`src/rtl/i2c_master_cmd_ctrl.sv`:
```
// Transaction front-end for i2c_master: latches one request, buffers TX/RX bytes in
// show-ahead FIFOs, sequences start/transfer and reports completion status to the host.
module i2c_master_cmd_ctrl #(
  parameter int G_FIFO_DEPTH     = 16,
  parameter int G_TIMEOUT_CYCLES = 100000
) (
  input  logic       clk,
  input  logic       rst_n,
  input  logic       i_req,
  input  logic       i_rw,
  input  logic [6:0] i_chip_addr,
  input  logic [7:0] i_nb_data,
  input  logic [7:0] i_tx_data,
  input  logic       i_tx_valid,
  output logic       o_tx_full,
  output logic [7:0] o_rx_data,
  input  logic       i_rx_ack,
  output logic       o_rx_empty,
  output logic       o_busy,
  output logic       o_done,
  output logic [1:0] o_err,
  output logic       o_start,
  output logic       o_rw,
  output logic [6:0] o_chip_addr,
  output logic [7:0] o_nb_data,
  output logic [7:0] o_wdata,
  input  logic [7:0] i_rdata,
  input  logic       i_rdata_valid,
  input  logic       i_next_wdata_rdy,
  input  logic       i_sack_error
);
  localparam int AW = $clog2(G_FIFO_DEPTH);
  localparam int LW = AW + 1;
  localparam int TW = $clog2(G_TIMEOUT_CYCLES) + 1;
  localparam logic [LW-1:0] DEPTH_L = LW'(G_FIFO_DEPTH);
  localparam logic [8:0]    DEPTH_9 = 9'(G_FIFO_DEPTH);
  localparam logic [TW-1:0] TO_LAST = TW'(G_TIMEOUT_CYCLES - 1);

  localparam logic [2:0] S_IDLE   = 3'd0;
  localparam logic [2:0] S_CHECK  = 3'd1;
  localparam logic [2:0] S_LAUNCH = 3'd2;
  localparam logic [2:0] S_XFER   = 3'd3;
  localparam logic [2:0] S_FINISH = 3'd4;

  logic [2:0]    state_r, state_nxt_s;
  logic [1:0]    err_nxt_s;
  logic [7:0]    tx_mem_r [G_FIFO_DEPTH];
  logic [7:0]    rx_mem_r [G_FIFO_DEPTH];
  logic [AW-1:0] tx_wr_ptr_r, tx_rd_ptr_r, rx_wr_ptr_r, rx_rd_ptr_r;
  logic [LW-1:0] tx_level_r, rx_level_r, tx_disc_s;
  logic [7:0]    cnt_r, cnt_inc_s;
  logic [TW-1:0] to_cnt_r;
  logic [8:0]    tx_rem_s;
  logic          prog_s, to_hit_s, invalid_s, ready_s, rx_full_s;
  logic          tx_push_s, tx_pop_s, rx_push_s, rx_pop_s;

  assign o_tx_full  = (tx_level_r == DEPTH_L);
  assign rx_full_s  = (rx_level_r == DEPTH_L);
  assign o_rx_empty = (rx_level_r == {LW{1'b0}});
  assign o_wdata    = tx_mem_r[tx_rd_ptr_r];
  assign o_rx_data  = rx_mem_r[rx_rd_ptr_r];

  assign prog_s    = (state_r == S_XFER) && (o_rw ? i_rdata_valid : i_next_wdata_rdy);
  assign cnt_inc_s = cnt_r + {7'd0, prog_s};
  assign to_hit_s  = (to_cnt_r == TO_LAST);
  assign invalid_s = (o_nb_data == 8'd0) || ({1'b0, o_nb_data} > DEPTH_9);
  assign ready_s   = o_rw ? ((DEPTH_9 - 9'(rx_level_r)) >= {1'b0, o_nb_data})
                          : (9'(tx_level_r) >= {1'b0, o_nb_data});

  assign tx_pop_s  = (state_r == S_XFER) && !o_rw && i_next_wdata_rdy && (tx_level_r != {LW{1'b0}});
  assign tx_push_s = i_tx_valid && (!o_tx_full || tx_pop_s);
  assign rx_pop_s  = i_rx_ack && !o_rx_empty;
  assign rx_push_s = (state_r == S_XFER) && o_rw && i_rdata_valid && (!rx_full_s || rx_pop_s);
  assign tx_rem_s  = {1'b0, o_nb_data} - {1'b0, cnt_r};

  // Drop the unsent bytes of a failed write so the next request starts on its own data
  always_comb begin
    tx_disc_s = {LW{1'b0}};
    if ((state_r == S_FINISH) && !o_rw && (o_err != 2'b00)) begin
      if (tx_rem_s > 9'(tx_level_r)) begin
        tx_disc_s = tx_level_r;
      end else begin
        tx_disc_s = tx_rem_s[LW-1:0];
      end
    end else begin
      tx_disc_s = {LW{1'b0}};
    end
  end

  // Next-state and completion-code decode
  always_comb begin
    state_nxt_s = state_r;
    err_nxt_s   = 2'b00;
    case (state_r)
      S_IDLE: begin
        if (i_req) state_nxt_s = S_CHECK;
        else       state_nxt_s = S_IDLE;
      end
      S_CHECK: begin
        if (invalid_s) begin
          state_nxt_s = S_FINISH;
          err_nxt_s   = 2'b11;
        end else if (ready_s) begin
          state_nxt_s = S_LAUNCH;
        end else if (to_hit_s) begin
          state_nxt_s = S_FINISH;
          err_nxt_s   = 2'b10;
        end else begin
          state_nxt_s = S_CHECK;
        end
      end
      S_LAUNCH: state_nxt_s = S_XFER;
      S_XFER: begin
        // sack error wins over a count completing in the same cycle
        if (i_sack_error) begin
          state_nxt_s = S_FINISH;
          err_nxt_s   = 2'b01;
        end else if (cnt_inc_s == o_nb_data) begin
          state_nxt_s = S_FINISH;
        end else if (to_hit_s && !prog_s) begin
          state_nxt_s = S_FINISH;
          err_nxt_s   = 2'b10;
        end else begin
          state_nxt_s = S_XFER;
        end
      end
      S_FINISH: state_nxt_s = S_IDLE;
      default:  state_nxt_s = S_IDLE;
    endcase
  end

  // Control FSM, request registers, byte and timeout counters
  always_ff @(posedge clk or negedge rst_n) begin
    if (!rst_n) begin
      state_r     <= S_IDLE;
      o_busy      <= 1'b0;
      o_done      <= 1'b0;
      o_err       <= 2'b00;
      o_start     <= 1'b0;
      o_rw        <= 1'b0;
      o_chip_addr <= 7'd0;
      o_nb_data   <= 8'd0;
      cnt_r       <= 8'd0;
      to_cnt_r    <= {TW{1'b0}};
    end else begin
      state_r <= state_nxt_s;
      o_start <= (state_nxt_s == S_LAUNCH);
      o_done  <= (state_nxt_s == S_FINISH);
      o_err   <= (state_nxt_s == S_FINISH) ? err_nxt_s : 2'b00;
      if ((state_r == S_IDLE) && i_req) begin
        o_rw        <= i_rw;
        o_chip_addr <= i_chip_addr;
        o_nb_data   <= i_nb_data;
        o_busy      <= 1'b1;
      end else if (state_nxt_s == S_FINISH) begin
        o_busy <= 1'b0;
      end
      if ((state_r == S_IDLE) || (state_r == S_LAUNCH)) begin
        cnt_r <= 8'd0;
      end else if (state_r == S_XFER) begin
        cnt_r <= cnt_inc_s;
      end
      if (((state_r == S_CHECK) || (state_r == S_XFER)) && (state_nxt_s == state_r)) begin
        to_cnt_r <= prog_s ? {TW{1'b0}} : (to_cnt_r + TW'(1'b1));
      end else begin
        to_cnt_r <= {TW{1'b0}};
      end
    end
  end

  // TX FIFO storage and pointers
  always_ff @(posedge clk or negedge rst_n) begin
    if (!rst_n) begin
      for (int i = 0; i < G_FIFO_DEPTH; i++) tx_mem_r[i] <= 8'd0;
      tx_wr_ptr_r <= {AW{1'b0}};
      tx_rd_ptr_r <= {AW{1'b0}};
      tx_level_r  <= {LW{1'b0}};
    end else begin
      if (tx_push_s) begin
        tx_mem_r[tx_wr_ptr_r] <= i_tx_data;
        tx_wr_ptr_r           <= tx_wr_ptr_r + AW'(1'b1);
      end
      tx_rd_ptr_r <= tx_rd_ptr_r + AW'(tx_pop_s) + tx_disc_s[AW-1:0];
      tx_level_r  <= tx_level_r + LW'(tx_push_s) - LW'(tx_pop_s) - tx_disc_s;
    end
  end

  // RX FIFO storage and pointers
  always_ff @(posedge clk or negedge rst_n) begin
    if (!rst_n) begin
      for (int i = 0; i < G_FIFO_DEPTH; i++) rx_mem_r[i] <= 8'd0;
      rx_wr_ptr_r <= {AW{1'b0}};
      rx_rd_ptr_r <= {AW{1'b0}};
      rx_level_r  <= {LW{1'b0}};
    end else begin
      if (rx_push_s) begin
        rx_mem_r[rx_wr_ptr_r] <= i_rdata;
        rx_wr_ptr_r           <= rx_wr_ptr_r + AW'(1'b1);
      end
      rx_rd_ptr_r <= rx_rd_ptr_r + AW'(rx_pop_s);
      rx_level_r  <= rx_level_r + LW'(rx_push_s) - LW'(rx_pop_s);
    end
  end
endmodule

```
`config.mk`:
```
export PLATFORM = sky130hd
export DESIGN_NAME = i2c_master_cmd_ctrl
export DESIGN_NICKNAME = d
export VERILOG_FILES = /design/src/rtl/i2c_master_cmd_ctrl.sv
export SDC_FILE = /design/constraint.sdc
export NUM_CORES = 1
export LEC_CHECK = 0
export ABC_AREA = 1
export BUFFER_PORTS_ARGS = -buffer_cell sky130_fd_sc_hd__buf_2
export CAP_MARGIN = 15
export CORE_MARGIN = 3
export CORE_UTILIZATION = 50
export CTS_BUF_LIST = sky130_fd_sc_hd__clkbuf_16
export CTS_CLUSTER_SIZE = 28
export DETAILED_ROUTE_END_ITERATION = 10
export GPL_TIMING_DRIVEN = 0
export PLACE_DENSITY = 0.67
export SYNTH_ARGS = -nofsm -noshare
export SYNTH_HDL_FRONTEND = slang
export SYNTH_SLANG_ARGS = --single-unit
```
`constraint.sdc`:
```
create_clock -name clk -period 4.7 [get_ports clk]
set_input_delay 0.705 -clock clk [delete_from_list [all_inputs] [get_ports clk]]
set_output_delay 0.705 -clock clk [all_outputs]
set_load 0.03 [all_outputs]
```
==> run metrics, run 1 <==
outcome completed; Inst Count DP 2403; Hold Buf Count CTS 0; core area 32600 um^2; Area contributors post-synth dfrtp_1 50%, o21ai_0 9.6%, nand2_1 8.7%, ha_1 4.5%, nor2_1 3.7%; Syn Inst Count 1880; Critical Path AT 4870 ps; clk_lat worst skew 540 ps; Top FF cell, synth dfrtp_1; total number of vias 14100; Total Neg Setup Slack 0 ps; DR vias/cell 5.71; worst slew pin tran 829 ps; residual DRC count 0; Netlist Area Pre-Place 16600 um^2; maxcap violations 0; P&R area growth vs syn 13.4%; global-route wire length before repair 74200 um; Synth top area share 50.0%; CP Launch Type flop; WL final 46100 um; # IOs 79; routability cong. 0.920; switching power 5.28 mW; Slew headroom 44.7%; ANT cells 0; Wirelength per Cell 18.7 um; CTS Sinks 332; CP required 5120 ps; worst-path cell chain inv_1 -> ha_1 -> fa_2 -> o21bai_1 -> xnor2_1 -> inv_1 -> ha_1 -> nand2_1 -> inv_1 -> nand2_1 -> nand2_1 -> nand2_1 -> nand3_1 -> nor2_4 -> nand3_4 -> inv_1 -> o211ai_1 -> fa_2 -> fa_1 -> ha_1 -> fa_1 -> xor2_1; Cell Count, Final, Fillers Out 2470; Slew Limit Fails 0; GRT Util Overall 26.0%; initial antenna violation count 0; Worst VDD drop 0.000496 V; Ys Warns 0; Port Buffers 78; Net Sw Frac 43.4%; Setup Skew 19.1 ps; Syn Area/Cell 8.83 um^2; CTS HTree Levels 2; Internal Power 6.89 mW; combinational share of power 43.8%; Async SR Flop Fraction 100%; CP endpoint kind flop; critical path's slowest cell fa_1; FMAX 225 MHz; First-pass DRT Iterations 6; Reg clk slew, reported paths 60 ps; clock group share of total power 22.6%; Post-DP HPWL 31900 um; endpoints failing setup 0; global route total overflow 0; vias in the first global route 13900; largest net degree at the start of global routing 120; Pwr per Cell Area 647 nW/um^2; layout cells sized above 1 11.1%; most frequent cell after synthesis nand2_1; final worst path period need 4450 ps; number of DRC markers in iteration 0 1157; synth cell count leaders 387 x nand2_1, 332 x dfrtp_1, 320 x o21ai_0; die area 35400 um^2; Row Count 66; distinct cell type count after synthesis 43; Synthesized Nets 1987; ratio of final minimum period to clock period 94.7%; CTS root buffer clkbuf_16; final worst setup slack 250 ps; clock buffer depth 3; Fin. Hold Viols 0; cell taking the most area after synthesis dfrtp_1; Layout fillers 2913; Layout Nets 2110; Initial Util 50.9%; Final ANT Viol Nets 0; crit-path max cell delay 450 ps; WHS 96.3 ps; pre-CTS setup slack -114 ps; total leakage power 8.77 nW; Horiz. Die Dim 188 um; Die H 188 um; CTS tree built; Hold Crit Class input port to async pin; Post-synth EDFFs 0; Seq/Total Area, Yosys 50.0%; Reg power frac 33.6%; post-synthesis register bit count 332; CTS buffer count 37; CP Class flop to flop; worst-path fanout max 8
-- metrics by stage --
step,total power [mW],utilization [%],area [um^2]
after detailed placement,9.34,54.1,17600
after global routing,13.0,57.7,18800
final,12.2,57.7,18800
after CTS,12.1,57.6,18800
after floorplan,7.66,-,16600
after global placement,9.20,53.8,17500
-- power groups by stage --
stage	clock (mW)	sequential [mW]	combinational [mW]
final	2.75	4.09	5.34
after detailed placement	0	4.13	5.21
after floorplan	0	4.16	3.50
after CTS	2.78	4.08	5.24
after global routing	2.91	4.17	5.91
after global placement	0	4.10	5.10
-- per-layer routing --
| layer | wire length, um | track usage [%] |
|---|---|---|
| met5 | 0 | 0 |
| met4 | 1730 | 9.29 |
| met3 | 2950 | 3.76 |
| met2 | 22100 | 44.0 |
| met1 | 19300 | 34.5 |
-- critical path: cells and delay by family, from the launching register on --
| kind | cells | cell delay, ps |
|---|---|---|
| simple gates | 7 | 610 |
| compound gates | 2 | 310 |
| buf+inv | 4 | 310 |
| fa+ha+maj | 7 | 2370 |
| flops | 1 | 390 |
| xor+xnor | 2 | 350 |
-- sequential cells by signal, indices dropped and copies added, names as in the netlist, 2 cells and up --
signal / cells
o_chip_addr: 7
o_nb_data: 8
tx_mem_r: 128
rx_rd_ptr_r: 4
rx_mem_r: 128
o_err: 2
tx_wr_ptr_r: 4
to_cnt_r: 18
cnt_r: 8
rx_level_r: 5
rx_wr_ptr_r: 4
tx_level_r: 5
tx_rd_ptr_r: 4
state_r: 3
-- what timing repair did --
item	4_1_cts	5_1_grt
endpoints found under the setup margin	3	3
pin swaps	0	3
gates resized for setup	2	5
buffers inserted	0	3
-- cell families after synthesis --
family / Yosys count / synth area share, %
xor gates and xnor gates: 38 / 2.00
AOI/OAI and AO/OA: 486 / 16.3
DFF: 332 / 50.0
muxes: 31 / 1.92
and+or+nand+nor: 688 / 18.5
adders and majority gates: 67 / 5.37
buffers and inverters: 238 / 5.89
-- layout by cell type, fill, tap and decap left out, types with 19 or more instances in the layout --
cell       synthesis  layout
nand2_1          387     387
dfrtp_1          332     331
o21ai_0          320     320
nor2_1           163     162
inv_1            128     136
clkbuf_1          83      83
buf_2              4      81
ha_1              60      60
nand3_1           56      55
o21ai_1           52      52
o221ai_1          47      47
clkbuf_16          0      37
xor2_1            27      27
a21oi_1           24      24
mux2i_1           24      24
nand4_1           19      19
-- final cells by class --
class	count	area, um^2	area share, %
sequential	332	8310	44.1
multi-input combinational	1310	7340	39.0
clock buffer	37	926	4.92
tap	442	553	2.94
inverter	139	524	2.79
timing repair buffer	84	505	2.69
buffer	99	454	2.41
clock inverter	27	206	1.10
-- path summary, 6_finish.rpt --
kind / from / to / slack (ps) / cells past startpoint
worst max-delay path: o_nb_data[0] / tx_level_r[3] / 250 / 22
worst min-delay path: rst_n / tx_mem_r[22] / 100 / 1
worst max register to register: o_nb_data[0] / tx_level_r[3] / 250 / 22
worst min register to register: to_cnt_r[0] / to_cnt_r[0] / 460 / 1
max in group asynchronous: rst_n / rx_mem_r[81] / 2940 / 4
min in group clk: i_chip_addr[4] / o_chip_addr[4] / 420 / 2
Note: power is estimated with default switching activity, not from simulation.
==> run 2, diff against run 1 <==
==> constraint.sdc (replaced) <==
create_clock -name clk -period 4.7 [get_ports clk]
set_input_delay 0.705 -clock clk [delete_from_list [all_inputs] [get_ports clk]]
set_output_delay 0.705 -clock clk [all_outputs]
set_load 0.02 [all_outputs]
==> run metrics, run 2 (same netlist as run 1, synthesis figures left out) <==
initial antenna violation count 0 (unchanged); Initial Util 50.9% (unchanged); Slew Limit Fails 0 (unchanged); GRT Util Overall 26.0% (about the same); Hold Buf Count CTS 0 (unchanged); residual DRC count 0 (unchanged); final core occ 57.7% (unchanged); CTS root buffer clkbuf_16 (unchanged); WP buf/inv 4 (unchanged); First-pass DRT Iterations 5 (was 6); Cell Count, Final, Fillers Out 2470 (unchanged); switching power 5.09 mW (was 5.28 mW); worst-path cell chain inv_1 -> ha_1 -> fa_2 -> o21bai_1 -> xnor2_1 -> inv_1 -> ha_1 -> nand2_1 -> inv_1 -> nand2_1 -> nand2_1 -> nand2_1 -> nand3_1 -> nor2_4 -> nand3_4 -> inv_1 -> o211ai_1 -> fa_2 -> fa_1 -> ha_1 -> fa_1 -> xor2_1 (unchanged); total leakage power 8.77 nW (unchanged); Inst Count DP 2403 (unchanged); Critical Path AT 4860 ps (was 4870 ps); layout cells sized above 1 11.1% (unchanged); crit-path max cell delay 450 ps (about the same); Internal Power 6.89 mW (about the same); worst-path fanout max 8 (unchanged); global route total overflow 0 (unchanged); routability cong. 0.920 (unchanged); combinational share of power 42.9% (was 43.8%); largest net degree at the start of global routing 120 (unchanged); WHS 98.8 ps (was 96.3 ps); CTS Sinks 332 (unchanged); clock buffer depth 3 (unchanged); CP endpoint kind flop (unchanged); Reg clk slew, reported paths 60 ps (about the same); Hold Crit Class input port to async pin (unchanged); Largest delay share family, worst path adder cells (unchanged); FMAX 225 MHz (about the same); Setup crit start o_nb_data[0] (unchanged); vias in the first global route 13900 (about the same); die area 35400 um^2 (unchanged); maxcap violations 0 (unchanged); Crit path depth 22 (unchanged); final worst path period need 4450 ps (about the same); CTS buffer count 37 (unchanged); most frequent cells in the layout 387 x nand2_1, 331 x dfrtp_1, 320 x o21ai_0 (unchanged); most common cell after layout, fill and taps aside nand2_1 (unchanged); CP Launch Type flop (unchanged); final instance area 18800 um^2 (unchanged); Pwr per Cell Area 637 nW/um^2 (was 647 nW/um^2); CP required 5120 ps (about the same); number of DRC markers in iteration 0 1135 (was 1157); critical path's slowest cell fa_1 (unchanged); Setup Skew 22.3 ps (was 19.1 ps); RR Startpoint o_nb_data[0] (unchanged); Port Buffers 78 (unchanged); Fin. Hold Viols 0 (unchanged); global-route wire length before repair 74200 um (about the same); CP Class flop to flop (unchanged); Post-DP HPWL 31900 um (unchanged); Reg power frac 34.1% (was 33.6%); CTS tree built (unchanged); DR vias/cell 5.67 (was 5.71); Placed Area 17600 um^2 (unchanged); Die H 188 um (unchanged); top flop regs rx_mem_r: 128 flops, tx_mem_r: 128 flops, to_cnt_r: 18 flops (unchanged); clk_lat worst skew 540 ps (about the same); total number of vias 14000 (was 14100); Final ANT Viol Nets 0 (unchanged); worst reg-to-reg setup slack 250 ps (about the same); core area 32600 um^2 (unchanged); r2r endpoint tx_level_r[3] (unchanged); ANT cells 0 (unchanged); Layout Nets 2110 (unchanged); WL final 46000 um (was 46100 um); worst slew pin tran 811 ps (was 829 ps); endpoints failing setup 0 (unchanged); Net Sw Frac 42.5% (was 43.4%); Worst VDD drop 0.000430 V (was 0.000496 V); Row Count 66 (unchanged); Horiz. Die Dim 188 um (unchanged); P&R area growth vs syn 13.4% (unchanged); ratio of final minimum period to clock period 94.6% (was 94.7%); clock group share of total power 22.9% (was 22.6%); CTS HTree Levels 2 (unchanged); Wirelength per Cell 18.6 um (was 18.7 um); Slew headroom 46.0% (was 44.7%); outcome completed (unchanged); # IOs 79 (unchanged); R2R depth 22 (unchanged)
## run 2: cell counts in the layout (fill, tap and decap cells not counted)
No cell type changed its count.
## run 2: final cells by class
cell class | count | area, um^2
plain buffers | 99 | 454
clock buffers | 37 | 926
clock inverters | 27 | 206
fillers | 2913 | 13800
inverters | 139 | 524
multi-input cells | 1310 | 7340
flip-flops and latches | 332 | 8310
well taps | 442 | 553
repair buffers | 84 | 505
## run 2: worst max path at each step
stage	end	slack (ps)
floorplan	tx_level_r[3]	220
detailed placement	tx_level_r[3]	-110
CTS	tx_level_r[3]	20
global placement	rx_mem_r[101]	-3480
global route	tx_level_r[3]	-20
finish	tx_level_r[3]	250
## run 2: per-stage QoR
stage / total power, mW / TNS, ps / setup WS, ps
floorplan: 7.48 / 0 / 218
global placement: 9.02 / -1137430 / -3480
detailed placement: 9.15 / -182 / -114
CTS: 11.9 / 0 / 18.0
global route: 12.8 / -27.6 / -15.4
finish: 12.0 / 0 / 255
## run 2: repair_timing
action,CTS,global route
pin swaps,0,3
buffers inserted,0,3
gates cloned,0,0
gates resized for setup,2,5
endpoints found under the setup margin,3,3
## run 2: worst register-to-register path: stages (launching register included)
cell      delay, ps
dfrtp_2         390
inv_1            90
ha_1            240
fa_2            370
o21bai_1        170
xnor2_1         180
inv_1            80
ha_1            320
nand2_1          80
inv_1            40
nand2_1          60
nand2_1          50
nand2_1          60
nand3_1         100
nor2_4          140
nand3_4         120
inv_1           100
o211ai_1        140
fa_2            370
fa_1            450
ha_1            240
fa_1            380
xor2_1          170
## run 2: power groups by stage
stage	combinational, mW	clock (mW)	sequential (mW)
3_5_place_dp	5.03	0	4.13
3_3_place_gp	4.91	0	4.10
6_report	5.14	2.75	4.09
2_1_floorplan	3.38	0	4.09
4_1_cts	5.06	2.78	4.08
5_1_grt	5.72	2.91	4.17
## run 2: per-layer routing
metal / wire length, um / GRT usage (%)
met1: 19300 / 34.5
met4: 1680 / 9.29
met5: 0 / 0
met2: 22100 / 44.0
met3: 2950 / 3.76
==> run 3, diff against run 2 <==
PLACE_DENSITY = 0.69   (was 0.67)
SETUP_SLACK_MARGIN = 0.5   (was unset)
clock period = 5.3 ns   (was 4.7 ns; I/O delays follow)
==> run metrics, run 3 (same netlist as run 1, synthesis figures left out) <==
final worst path period need 4420 ps (was 4450 ps); WL final 46200 um (was 46000 um); Fin. Hold Viols 0 (unchanged); ANT cells 0 (unchanged); Layout Nets 2110 (unchanged); CP endpoint kind flop (unchanged); Layout fillers 2902 (was 2913); residual DRC count 0 (unchanged); Die H 188 um (unchanged); Slew headroom 45.7% (was 46.0%); clock buffer depth 3 (unchanged); First-pass DRT Iterations 6 (was 5); CP Launch Type flop (unchanged); largest net degree at the start of global routing 124 (was 120); Hold Crit Class input port to async pin (unchanged); R2R depth 22 (unchanged); Final ANT Viol Nets 0 (unchanged); routability cong. 0.935 (was 0.920); CTS root buffer clkbuf_16 (unchanged); CTS Sinks 332 (unchanged); Cell Count, Final, Fillers Out 2475 (was 2470); FMAX 226 MHz (was 225 MHz); layout cells sized above 1 11.2% (was 11.1%); endpoints failing setup 0 (unchanged); maxcap violations 0 (unchanged); Wirelength per Cell 18.7 um (was 18.6 um); global-route wire length before repair 74800 um (was 74200 um); Critical Path AT 4830 ps (was 4860 ps); worst slew pin tran 815 ps (was 811 ps); Pwr per Cell Area 577 nW/um^2 (was 637 nW/um^2); Slew Limit Fails 0 (unchanged); RSZ-0062 raised after global routing false; Port Buffers 78 (unchanged); ratio of final minimum period to clock period 83.4% (was 94.6%); CP Class flop to flop (unchanged); Row Count 66 (unchanged); CTS tree built (unchanged); # IOs 79 (unchanged); outcome completed (unchanged); P&R area growth vs syn 14.2% (was 13.4%); most common cell after layout, fill and taps aside nand2_1 (unchanged); Horiz. Die Dim 188 um (unchanged); Total Neg Setup Slack 0 ps (unchanged); initial antenna violation count 0 (unchanged); CP required 5710 ps (was 5120 ps); pre-CTS setup slack 507 ps (was -114 ps); Inst Count DP 2402 (was 2403); most frequent cells in the layout 387 x nand2_1, 331 x dfrtp_1, 320 x o21ai_0 (unchanged); total number of vias 14200 (was 14000); total leakage power 8.82 nW (was 8.77 nW); Hold Buf Count CTS 0 (unchanged); number of DRC markers in iteration 0 1376 (was 1135); die area 35400 um^2 (unchanged); Reg clk slew, reported paths 60 ps (about the same); DR vias/cell 5.74 (was 5.67); worst-path fanout max 8 (unchanged); final worst setup slack 882 ps (was 255 ps); Setup Skew 26.6 ps (was 22.3 ps); CTS HTree Levels 2 (unchanged); top flop regs rx_mem_r: 128 flops, tx_mem_r: 128 flops, to_cnt_r: 18 flops (unchanged); Initial Util 50.9% (unchanged); GRT Util Overall 26.2% (was 26.0%); Worst VDD drop 0.000355 V (was 0.000430 V); vias in the first global route 14100 (was 13900); CTS buffer count 38 (was 37); clk_lat worst skew 530 ps (was 540 ps); Post-DP HPWL 31700 um (was 31900 um); global route total overflow 0 (unchanged); core area 32600 um^2 (unchanged)
-- run 3: critical path, stage by stage, from the launching register on --
cell	delay, ps
dfrtp_2	380
inv_1	90
ha_1	240
fa_2	370
o21bai_1	160
xnor2_1	180
inv_1	70
ha_1	310
nand2_1	80
inv_1	40
nand2_1	60
nand2_1	40
nand2_1	60
nand3_1	100
nor2_4	140
nand3_4	130
inv_1	90
o211ai_1	150
fa_2	370
fa_1	440
ha_1	240
fa_1	380
xor2_1	170
-- run 3: area by class of cell --
class	count	area (um^2)	area share, %
clock buffers	38	951	5.02
flip-flops and latches	332	8310	43.8
multi-input cells	1310	7340	38.7
repair buffers	83	478	2.52
inverters	139	524	2.77
well taps	442	553	2.92
plain buffers	99	454	2.40
clock inverters	32	347	1.83
-- run 3: final timing paths --
check	from	endpoint	slack, ps
worst max-delay path	o_nb_data[0]	tx_level_r[3]	880
max in group asynchronous	rst_n	rx_mem_r[21]	3910
worst min register to register	to_cnt_r[0]	to_cnt_r[0]	470
worst max register to register	o_nb_data[0]	tx_level_r[3]	880
min in group clk	to_cnt_r[0]	to_cnt_r[0]	470
worst min-delay path	rst_n	tx_mem_r[5]	310
-- run 3: routing by layer --
layer | share of wire [%] | track usage (%)
met5 | 0 | 0
met1 | 41 | 34.8
met3 | 7.3 | 4.48
met2 | 47 | 43.6
met4 | 3.9 | 9.84
-- run 3: through the flow --
step	utilization, %	area [um^2]	hold WS (ps)	total power [mW]
floorplan	-	16600	433	6.63
global placement	53.8	17500	451	8.01
detailed placement	54.0	17600	463	8.12
CTS	58.0	18900	324	10.9
global route	58.1	19000	357	11.6
finish	58.1	19000	305	10.9
-- run 3: what timing repair did --
| item | in CTS | in global routing |
|---|---|---|
| pin swaps | 0 | 4 |
| buffers inserted | 0 | 3 |
| gates resized for setup | 1 | 6 |
| setup endpoints to repair | 1 | 3 |
-- run 3: where the power goes --
| group | internal [mW] | total, mW | switching, mW |
|---|---|---|---|
| registers | 3.19 | 3.64 | 0.455 |
| logic | 1.53 | 4.56 | 3.03 |
| clock network | 1.65 | 2.73 | 1.07 |
